===== src/rtl/itf_pkg.sv =====
// Shared definitions for the ISA interface packer: parameter defaults and FSM states.
package itf_pkg;

  localparam int unsigned PAD_WIDTH_DEF  = 32;
  localparam int unsigned PORT_WIDTH_DEF = 96;
  localparam int unsigned BEATS_DEF      = PORT_WIDTH_DEF / PAD_WIDTH_DEF;

  typedef enum logic [1:0] {
    IDLE  = 2'd0,
    PACK  = 2'd1,
    DRAIN = 2'd2,
    DONE  = 2'd3
  } state_e;

endpackage


===== src/rtl/isa_fifo.sv =====
// Synchronous first-word-fall-through FIFO for assembled ISA words.
module isa_fifo #(
  parameter int unsigned WIDTH = 96,
  parameter int unsigned DEPTH = 4
) (
  input  logic                     clk,
  input  logic                     rst_n,
  input  logic                     push,
  input  logic [WIDTH-1:0]         push_data,
  input  logic                     pop,
  output logic [WIDTH-1:0]         head,
  output logic                     full,
  output logic                     empty,
  output logic [$clog2(DEPTH):0]   count
);

  localparam int unsigned AW = $clog2(DEPTH);
  localparam int unsigned CW = AW + 1;

  logic [WIDTH-1:0] mem [DEPTH];
  logic [AW-1:0]    wr_ptr;
  logic [AW-1:0]    rd_ptr;
  logic             do_push;
  logic             do_pop;

  assign empty   = (count == '0);
  assign full    = (count == CW'(DEPTH));
  assign do_pop  = pop && !empty;
  // A full FIFO still takes a word when the head leaves in the same cycle.
  assign do_push = push && (!full || do_pop);
  assign head    = empty ? '0 : mem[rd_ptr];

  always_ff @(posedge clk or negedge rst_n) begin
    if (!rst_n) begin
      wr_ptr <= '0;
      rd_ptr <= '0;
      count  <= '0;
    end else begin
      if (do_push) wr_ptr <= wr_ptr + AW'(1);
      if (do_pop)  rd_ptr <= rd_ptr + AW'(1);
      case ({do_push, do_pop})
        2'b10:   count <= count + CW'(1);
        2'b01:   count <= count - CW'(1);
        default: count <= count;
      endcase
    end
  end

  always_ff @(posedge clk) begin
    if (do_push) mem[wr_ptr] <= push_data;
  end

endmodule


===== src/rtl/itf_isa_packer.sv =====
// Packs PAD_WIDTH off-chip beats LSB-first into PORT_WIDTH ISA words and streams them to the CCU.
// Optional checksum output is enabled by defining ITF_ISA_CHKSUM_EN.
module itf_isa_packer
  import itf_pkg::*;
#(
  parameter int unsigned PAD_WIDTH  = PAD_WIDTH_DEF,
  parameter int unsigned PORT_WIDTH = PORT_WIDTH_DEF,
  parameter int unsigned FIFO_DEPTH = 4,
  parameter int unsigned NUM_WIDTH  = 16
) (
  input  logic                  clk,
  input  logic                  rst_n,
  input  logic                  TOPITF_Start,
  input  logic [NUM_WIDTH-1:0]  TOPITF_NumWord,
  input  logic [PAD_WIDTH-1:0]  PADITF_Dat,
  input  logic                  PADITF_DatVld,
  output logic                  ITFPAD_DatRdy,
  output logic [PORT_WIDTH-1:0] ITFCCU_Dat,
  output logic                  ITFCCU_DatVld,
  input  logic                  CCUITF_DatRdy,
  output logic                  ITFTOP_Busy,
  output logic                  ITFTOP_Fnh
`ifdef ITF_ISA_CHKSUM_EN
  ,
  output logic [PORT_WIDTH-1:0] ITFTOP_ChkSum
`endif
);

  localparam int unsigned BEATS = PORT_WIDTH / PAD_WIDTH;
  localparam int unsigned BCW   = (BEATS > 1) ? $clog2(BEATS) : 1;
  localparam int unsigned CW    = $clog2(FIFO_DEPTH) + 1;

  state_e                state;
  state_e                state_nxt;
  logic [BCW-1:0]        beat_cnt;
  logic [NUM_WIDTH-1:0]  word_cnt;
  logic [NUM_WIDTH-1:0]  num_word;
  logic [PORT_WIDTH-1:0] pack_reg;
  logic [PORT_WIDTH-1:0] push_word;
  logic                  last_beat;
  logic                  beat_acc;
  logic                  push;
  logic                  last_push;
  logic                  pop;
  logic                  start_acc;
  logic                  fifo_full;
  logic                  fifo_empty;
  logic [CW-1:0]         fifo_count;

  assign start_acc     = (state == IDLE) && TOPITF_Start;
  assign last_beat     = (beat_cnt == BCW'(BEATS - 1));
  assign ITFPAD_DatRdy = (state == PACK) && !(last_beat && fifo_full);
  assign beat_acc      = PADITF_DatVld && ITFPAD_DatRdy;
  assign push          = beat_acc && last_beat;
  assign last_push     = push && ((word_cnt + NUM_WIDTH'(1)) == num_word);
  assign pop           = CCUITF_DatRdy && !fifo_empty;
  assign ITFCCU_DatVld = !fifo_empty;
  assign ITFTOP_Busy   = (state != IDLE);
  assign ITFTOP_Fnh    = (state == DONE);

  // The final beat bypasses pack_reg so the word is pushed in its acceptance cycle.
  always_comb begin
    push_word = pack_reg;
    push_word[beat_cnt*PAD_WIDTH +: PAD_WIDTH] = PADITF_Dat;
  end

  always_ff @(posedge clk or negedge rst_n) begin
    if (!rst_n) state <= IDLE;
    else        state <= state_nxt;
  end

  always_comb begin
    state_nxt = state;
    case (state)
      IDLE:    if (TOPITF_Start) state_nxt = (TOPITF_NumWord == '0) ? DONE : PACK;
      PACK:    if (last_push) state_nxt = DRAIN;
      DRAIN:   if (pop && (fifo_count == CW'(1))) state_nxt = DONE;
      DONE:    state_nxt = IDLE;
      default: state_nxt = IDLE;
    endcase
  end

  always_ff @(posedge clk or negedge rst_n) begin
    if (!rst_n) begin
      beat_cnt <= '0;
      word_cnt <= '0;
      num_word <= '0;
      pack_reg <= '0;
    end else begin
      if (start_acc) begin
        num_word <= TOPITF_NumWord;
        word_cnt <= '0;
        beat_cnt <= '0;
      end
      if (beat_acc) begin
        pack_reg[beat_cnt*PAD_WIDTH +: PAD_WIDTH] <= PADITF_Dat;
        beat_cnt <= last_beat ? '0 : beat_cnt + BCW'(1);
      end
      if (push) word_cnt <= word_cnt + NUM_WIDTH'(1);
    end
  end

  isa_fifo #(
    .WIDTH (PORT_WIDTH),
    .DEPTH (FIFO_DEPTH)
  ) u_fifo (
    .clk       (clk),
    .rst_n     (rst_n),
    .push      (push),
    .push_data (push_word),
    .pop       (pop),
    .head      (ITFCCU_Dat),
    .full      (fifo_full),
    .empty     (fifo_empty),
    .count     (fifo_count)
  );

`ifdef ITF_ISA_CHKSUM_EN
  logic [PORT_WIDTH-1:0] chk_reg;

  // Running XOR of every pushed word since the last accepted start.
  always_ff @(posedge clk or negedge rst_n) begin
    if (!rst_n)         chk_reg <= '0;
    else if (start_acc) chk_reg <= '0;
    else if (push)      chk_reg <= chk_reg ^ push_word;
  end

  assign ITFTOP_ChkSum = chk_reg;
`endif

endmodule


===== config.mk =====
export PLATFORM = sky130hd
export DESIGN_NAME = itf_isa_packer
export DESIGN_NICKNAME = d
export VERILOG_FILES = /design/src/rtl/itf_pkg.sv /design/src/rtl/isa_fifo.sv /design/src/rtl/itf_isa_packer.sv
export SDC_FILE = /design/constraint.sdc
export NUM_CORES = 1
export LEC_CHECK = 0
export BUFFER_PORTS_ARGS = -buffer_cell sky130_fd_sc_hd__buf_4
export CAP_MARGIN = 0
export CORE_MARGIN = 2
export CORE_UTILIZATION = 50
export DETAILED_ROUTE_END_ITERATION = 12
export PLACE_DENSITY = 0.72
export SLEW_MARGIN = 30
export SYNTH_ARGS = -nofsm -noshare
export SYNTH_HDL_FRONTEND = slang
export SYNTH_HIERARCHICAL = 1
export SYNTH_SLANG_ARGS = --single-unit

===== constraint.sdc =====
create_clock -name clk -period 7 [get_ports clk]
set_clock_uncertainty 0.15 [all_clocks]
set_input_delay 0.35 -clock clk [delete_from_list [all_inputs] [get_ports clk]]
set_output_delay 0.35 -clock clk [all_outputs]
set_load 0.1 [all_outputs]

# Word level (Yosys, flattened, before mapping)
# Memory sizes are Yosys's and may differ from the RTL's.
# Cells that the tools add are included.
# totals
ff_bits,139
mem_bits_rw,384
out_inout_bits,100
memories,1
in_bits,53
elab_cells,67
# mem_list
name,depth,word_bits,rd,rd_ports_with_merged_regs,write_ports,line,text
u_fifo.mem,4,96,1,0,1,isa_fifo.sv:20,logic [WIDTH-1:0] mem [DEPTH];
# op_classes
eq_ne,12
reduce_logical,22
muxes,15
add_sub_neg,7
n_shift,2
# ops
cell,count
$bwmux 96,1
$mux 96,1
$shift 32x34->96 const A,1
$shiftx 32x34->96,1
$neg 7->34,1
$mux 16,2
$add 16x1->16 const B,1
$eq 16x16->1,1
$logic_not 16->1,1
$mux 2,7
$logic_and 1x1->1,10
$eq 2x2->1 const B,4
$pmux 2 s4,1
$reduce_bool 2->1,4
$add 2x1->2 const B,3
$ne 2x2->1 const B,3
$pmux 3 s2,1
$eq 2x1->1 const B,2
$add 3x1->3 const B,1
$eq 3x1->1 const B,1
$eq 3x3->1 const B,1
$logic_not 1->1,3
$logic_not 3->1,1
$reduce_and 3->1,1
4 further kinds,5

# Longest topological paths before layout
# depth
word_depth,9
depth_mapped,12
depth_no_buf,10

# Cells and area by module
# The synthesis kept the hierarchy.
# by_module_without_submodules
module,area_per_inst_um2,instances,seq_area_each_um2,cells_per_inst
isa_fifo,14973.1,1,11706.2,663
itf_isa_packer,7071.8,1,3303.2,806

# Worst setup path after synthesis
# No wires, ideal clock.
# synth_timing
path_type,reg-to-reg
from,reg beat_cnt[0]
to,"mem u_fifo.mem[0][0], enable pin"
path_buffers,2
path_stages_with_launch,9
path_slack_ns,2.244
arrival_time_ns,4.140
setup_ns,0.466
required_time_ns,6.384
period_less_slack_ns,4.756
path_cell_list,dfrtp_1 inv_1 ha_1 nand4b_1 inv_1 clkbuf_1 clkbuf_1 o21a_1 and2_1
# synth_between
elab_chain_cells,9
# synth_lines
element,line,text
start: declaration,itf_isa_packer.sv:35,logic [BCW-1:0] beat_cnt;
start signal: assignment,itf_isa_packer.sv:97,beat_cnt <= last_beat ? '0 : beat_cnt + BCW'(1);
$eq 2x2->1 *,itf_isa_packer.sv:51,assign last_beat = (beat_cnt == BCW'(BEATS - 1));
$logic_and 1x1->1,itf_isa_packer.sv:52,assign ITFPAD_DatRdy = (state == PACK) && !(last_beat && fifo_full);
$logic_not 1->1,itf_isa_packer.sv:52,
$logic_and 1x1->1,itf_isa_packer.sv:52,
$logic_and 1x1->1,itf_isa_packer.sv:53,assign beat_acc = PADITF_DatVld && ITFPAD_DatRdy;
$logic_and 1x1->1 *,itf_isa_packer.sv:54,assign push = beat_acc && last_beat;
via push,itf_isa_packer.sv:42,logic push;
$logic_and 1x1->1 *,isa_fifo.sv:30,assign do_push = push && (!full || do_pop);
$mux 1 *,isa_fifo.sv:50,if (do_push) mem[wr_ptr] <= push_data;
$mux 1 (not written as such) *,isa_fifo.sv:50,
end: declaration,isa_fifo.sv:20,
# Mark *: on every way through the listed nets, which the timed path passes. The rest lies on a longest branch.

# Final worst setup path
# layout_timing
from,reg beat_cnt[0]
to,reg pack_reg[6]
# layout_between
elab_chain_cells,5
elab_cells_between_ends,9
cone_classes,add/sub: 1; eq/ne: 1; shift: 2; mux: 1; reduce/logical: 4
# layout_lines
element,line,text
branches (longest 5 deep; another with $neg 7->34),-,
end signal: indexed assignment,itf_isa_packer.sv:96,pack_reg[beat_cnt*PAD_WIDTH +: PAD_WIDTH] <= PADITF_Dat;
end: declaration,itf_isa_packer.sv:38,logic [PORT_WIDTH-1:0] pack_reg;
# Several ways; the timed one is not identified.
# A chain may end at the register's enable or synchronous reset.

==> flow_results.org <==
** Placement
- Dpl ws :: 3.39 ns
- Routability-driven placement finished with a final weighted congestion of 0.783.
- Detailed placement finished with a half-perimeter wire length of 30.3 mm.
- Post-place instance area :: 23800 um2
- The count of buffers added on input and output ports is 152.

** CTS
- The clock reaches the later pin of the worst-skew pair after 0.60 ns.
- Max Buffers Root-to-Sink :: 3
- In this run, CTS created clock tree buffers numbering 50.
- TritonCTS built the clock tree.
- Root buffer selected by CTS :: sky130_fd_sc_hd__clkbuf_16
- H-tree levels :: 2
- Clock-pin slew was measured on the worst setup and hold paths at 0.06 ns.
- The tree built by TritonCTS fans out to 523 sinks.

** Timing
- The final hold violation count is 0.
- Share of the clock period used by the worst path after layout :: 52.8%
- RSZ-0062 raised after global routing :: no
- Headroom to the max-slew limit came out at 33.3%.
- Setup violations remaining at the end of the flow were counted as 0.
- For the finished layout, the period the worst path requires is 3.69 ns.
- Derived from the worst setup path, the maximum achievable clock frequency is 271 MHz.
- Number of pins with negative max-slew slack in the final report :: 0
- Post-route setup TNS :: 0 ns
- Crit path setup slack, layout :: 3.31 ns
- At the pin with the least slew margin, the transition time is 1.00 ns.

** Die
- The floorplan step defined a die boundary enclosing 45800 um2.
- Number of top-level design ports :: 153
- Die X-Extent :: 214 um
- The die is 214 um tall.
- Core Area :: 43300 um2
- Rows :: 76
- Once the floorplan was initialized, standard cells occupied 51.0% of the core.

** Synth
- Cell area after synthesis :: 22000 um2
- Number of warnings issued by yosys :: 6
- After synthesis the netlist holds a flip-flop and latch count of 523.
- Count of flip-flops with a built-in enable after synthesis :: 384
- Total nets after synthesis :: 1537
- Async set or reset register ratio after synthesis :: 26.6%
- After synthesis, flip-flops and latches occupy 68.1% of the total area.
- Syn Area/Cell :: 15.0 um2
- Cell count after synthesis :: 1469
- Among all flip-flop cells after synthesis, the most frequent one is sky130_fd_sc_hd__edfxtp_1.
- Synth cell types :: 63

** Global route
- The total overflow left after global routing is 0.
- The initial antenna violation count came to 1.
- Entering global routing, the biggest net connects 100 pins.
- Global-route wire length before repair :: 76.8 mm
- Via count of the first global-routing pass :: 13100
- Aggregate global-route resource usage :: 21.8%

** Worst setup path
- Critical Path Start :: beat_cnt[0]
- The worst setup path is captured at a flop.
- The setup check on the worst reg-to-reg path leaves a slack of 3.31 ns.
- RR Startpoint :: beat_cnt[0]
- Data arrives at the worst endpoint at 4.02 ns.
- Counting cells, the worst reg-to-reg path comes to 8.
- Worst setup path category :: flop to flop
- Of all nets on the critical path, the largest fanout is 34.
- In this run the critical register-to-register path is captured at pack_reg[6].
- Startpoint kind of the worst setup timing path :: flop
- For the worst setup path, the data required time is 7.32 ns.
- The most critical setup path has its endpoint at pack_reg[6].

** Layout
- Ratio of cells with drive above 1 in the final layout :: 23.5%
- Max reg flops :: 384
- The library cell used most frequently in the layout, excluding fill and tap cells, is sky130_fd_sc_hd__edfxtp_1.
- The area growth from synthesis to layout is 17.9%.
- Most frequent cells in the layout :: sky130_fd_sc_hd__edfxtp_1 (384), sky130_fd_sc_hd__buf_4 (170), sky130_fd_sc_hd__nand2_1 (152)
- At the end of the flow, the number of nets in the layout was 1728.
- Design Area, Final :: 26000 um2

** Drt
- Violation count after the first detailed-route iteration :: 1287
- The final route contains 13000 vias.
- Routed WL per cell :: 21.6 um
- The routed design has 49.5 mm of wire.
- Pre-Repair DR Iteration Count :: 7
- Via count normalized by instance count :: 5.69
- Count of unresolved DRC violations after routing :: 0
- Post-detailed-route count of antenna-violating nets :: 0

** Min path
- Class of the tightest hold or removal check :: primary input to flop
- Start point of the worst min-delay path :: TOPITF_Start

** Run
- Number of violations of the max-capacitance limit :: 0

** Run status
- The run finished with clean final reports.
## layer usage
layer	wire length [um]	GRT usage, %
met1	20600	30.0
met2	24400	35.8
met3	3660	4.77
met4	885	5.03
met5	0	0
## kinds of logic after synthesis
kind of cell / Yosys count / synth area share, %
AO/OA/AOI/OAI: 235 / 6.63
XOR/XNOR: 25 / 0.993
adder cells (fa/ha/maj): 15 / 0.885
buffers and inverters: 201 / 3.72
flip-flops: 523 / 68.1
multiplexers: 133 / 11.7
AND/OR/NAND/NOR: 337 / 8.01
## synth_stat cells, types with 3 or more instances
cell | number | area (um2)
sky130_fd_sc_hd__o21ai_1 | 5 | 25.0
sky130_fd_sc_hd__nand3_1 | 11 | 55.1
sky130_fd_sc_hd__a21o_1 | 3 | 22.5
sky130_fd_sc_hd__o31ai_1 | 7 | 52.6
sky130_fd_sc_hd__nor2b_1 | 3 | 18.8
sky130_fd_sc_hd__xor2_1 | 7 | 61.3
sky130_fd_sc_hd__nor3_1 | 4 | 20.0
sky130_fd_sc_hd__o21ai_0 | 144 | 721
sky130_fd_sc_hd__clkbuf_1 | 59 | 221
sky130_fd_sc_hd__xnor2_1 | 18 | 158
sky130_fd_sc_hd__and2_1 | 103 | 644
sky130_fd_sc_hd__ha_1 | 14 | 175
sky130_fd_sc_hd__nor2_1 | 17 | 63.8
sky130_fd_sc_hd__o211ai_1 | 3 | 22.5
sky130_fd_sc_hd__inv_1 | 114 | 428
sky130_fd_sc_hd__and3_1 | 8 | 50.1
sky130_fd_sc_hd__nand3b_1 | 3 | 22.5
sky130_fd_sc_hd__nand2_1 | 153 | 574
sky130_fd_sc_hd__mux4_2 | 96 | 2160
sky130_fd_sc_hd__dfrtp_1 | 139 | 3480
sky130_fd_sc_hd__a21oi_1 | 6 | 30.0
sky130_fd_sc_hd__a22o_1 | 50 | 438
sky130_fd_sc_hd__nand2b_1 | 5 | 31.3
sky130_fd_sc_hd__mux2_2 | 32 | 360
sky130_fd_sc_hd__mux2i_1 | 5 | 50.1
sky130_fd_sc_hd__nor4_1 | 5 | 31.3
sky130_fd_sc_hd__edfxtp_1 | 384 | 11500
sky130_fd_sc_hd__buf_2 | 20 | 100
sky130_fd_sc_hd__nand4_1 | 6 | 37.5
## worst max-delay path, stage by stage (launching register included)
cell,delay [ns]
sky130_fd_sc_hd__dfrtp_1,0.52
sky130_fd_sc_hd__inv_1,0.13
sky130_fd_sc_hd__ha_1,0.24
sky130_fd_sc_hd__buf_4,0.24
sky130_fd_sc_hd__a21boi_0,0.52
sky130_fd_sc_hd__nand2_1,0.19
sky130_fd_sc_hd__clkinv_1,0.41
sky130_fd_sc_hd__nand2_1,0.68
sky130_fd_sc_hd__a22o_1,0.46
## final cells by class
type | instances | area, um2
Fill cell | 3153 | 17300
Multi-Input combinational cell | 745 | 6260
Timing Repair Buffer | 225 | 1880
Tap cell | 585 | 732
Clock inverter | 27 | 278
Sequential cell | 523 | 15000
Inverter | 115 | 432
Clock buffer | 67 | 1380
Antenna cell | 3 | 7.51
## through the flow
step / hold slack, ns / cells / util [%]
floorplan: -0.0956 / 1469 / -
finish: 0.126 / 2290 / 60.1
detailed placement: 0.297 / 2141 / 54.9
global placement: 0.300 / 2140 / 54.8
CTS: 0.0954 / 2285 / 59.9
global route: 0.141 / 2288 / 60.1
## timing repair
item	4_1_cts	5_1_grt
hold buffers	50	0
endpoints found under the hold margin	180	0
setup buffers	0	0
gates resized for setup	0	0
## worst min path at each step
stage	end	slack, ns	cells past startpoint
detailed placement	state[0]	0.30	1
floorplan	beat_cnt[0]	-0.1	0
finish	word_cnt[0]	0.13	4
global placement	state[0]	0.30	1
global route	word_cnt[0]	0.14	4
CTS	word_cnt[0]	0.1	4
Power is left out: the tool's default activity adds up to more than one toggle a clock period on the data nets, which glitch-free logic cannot reach.
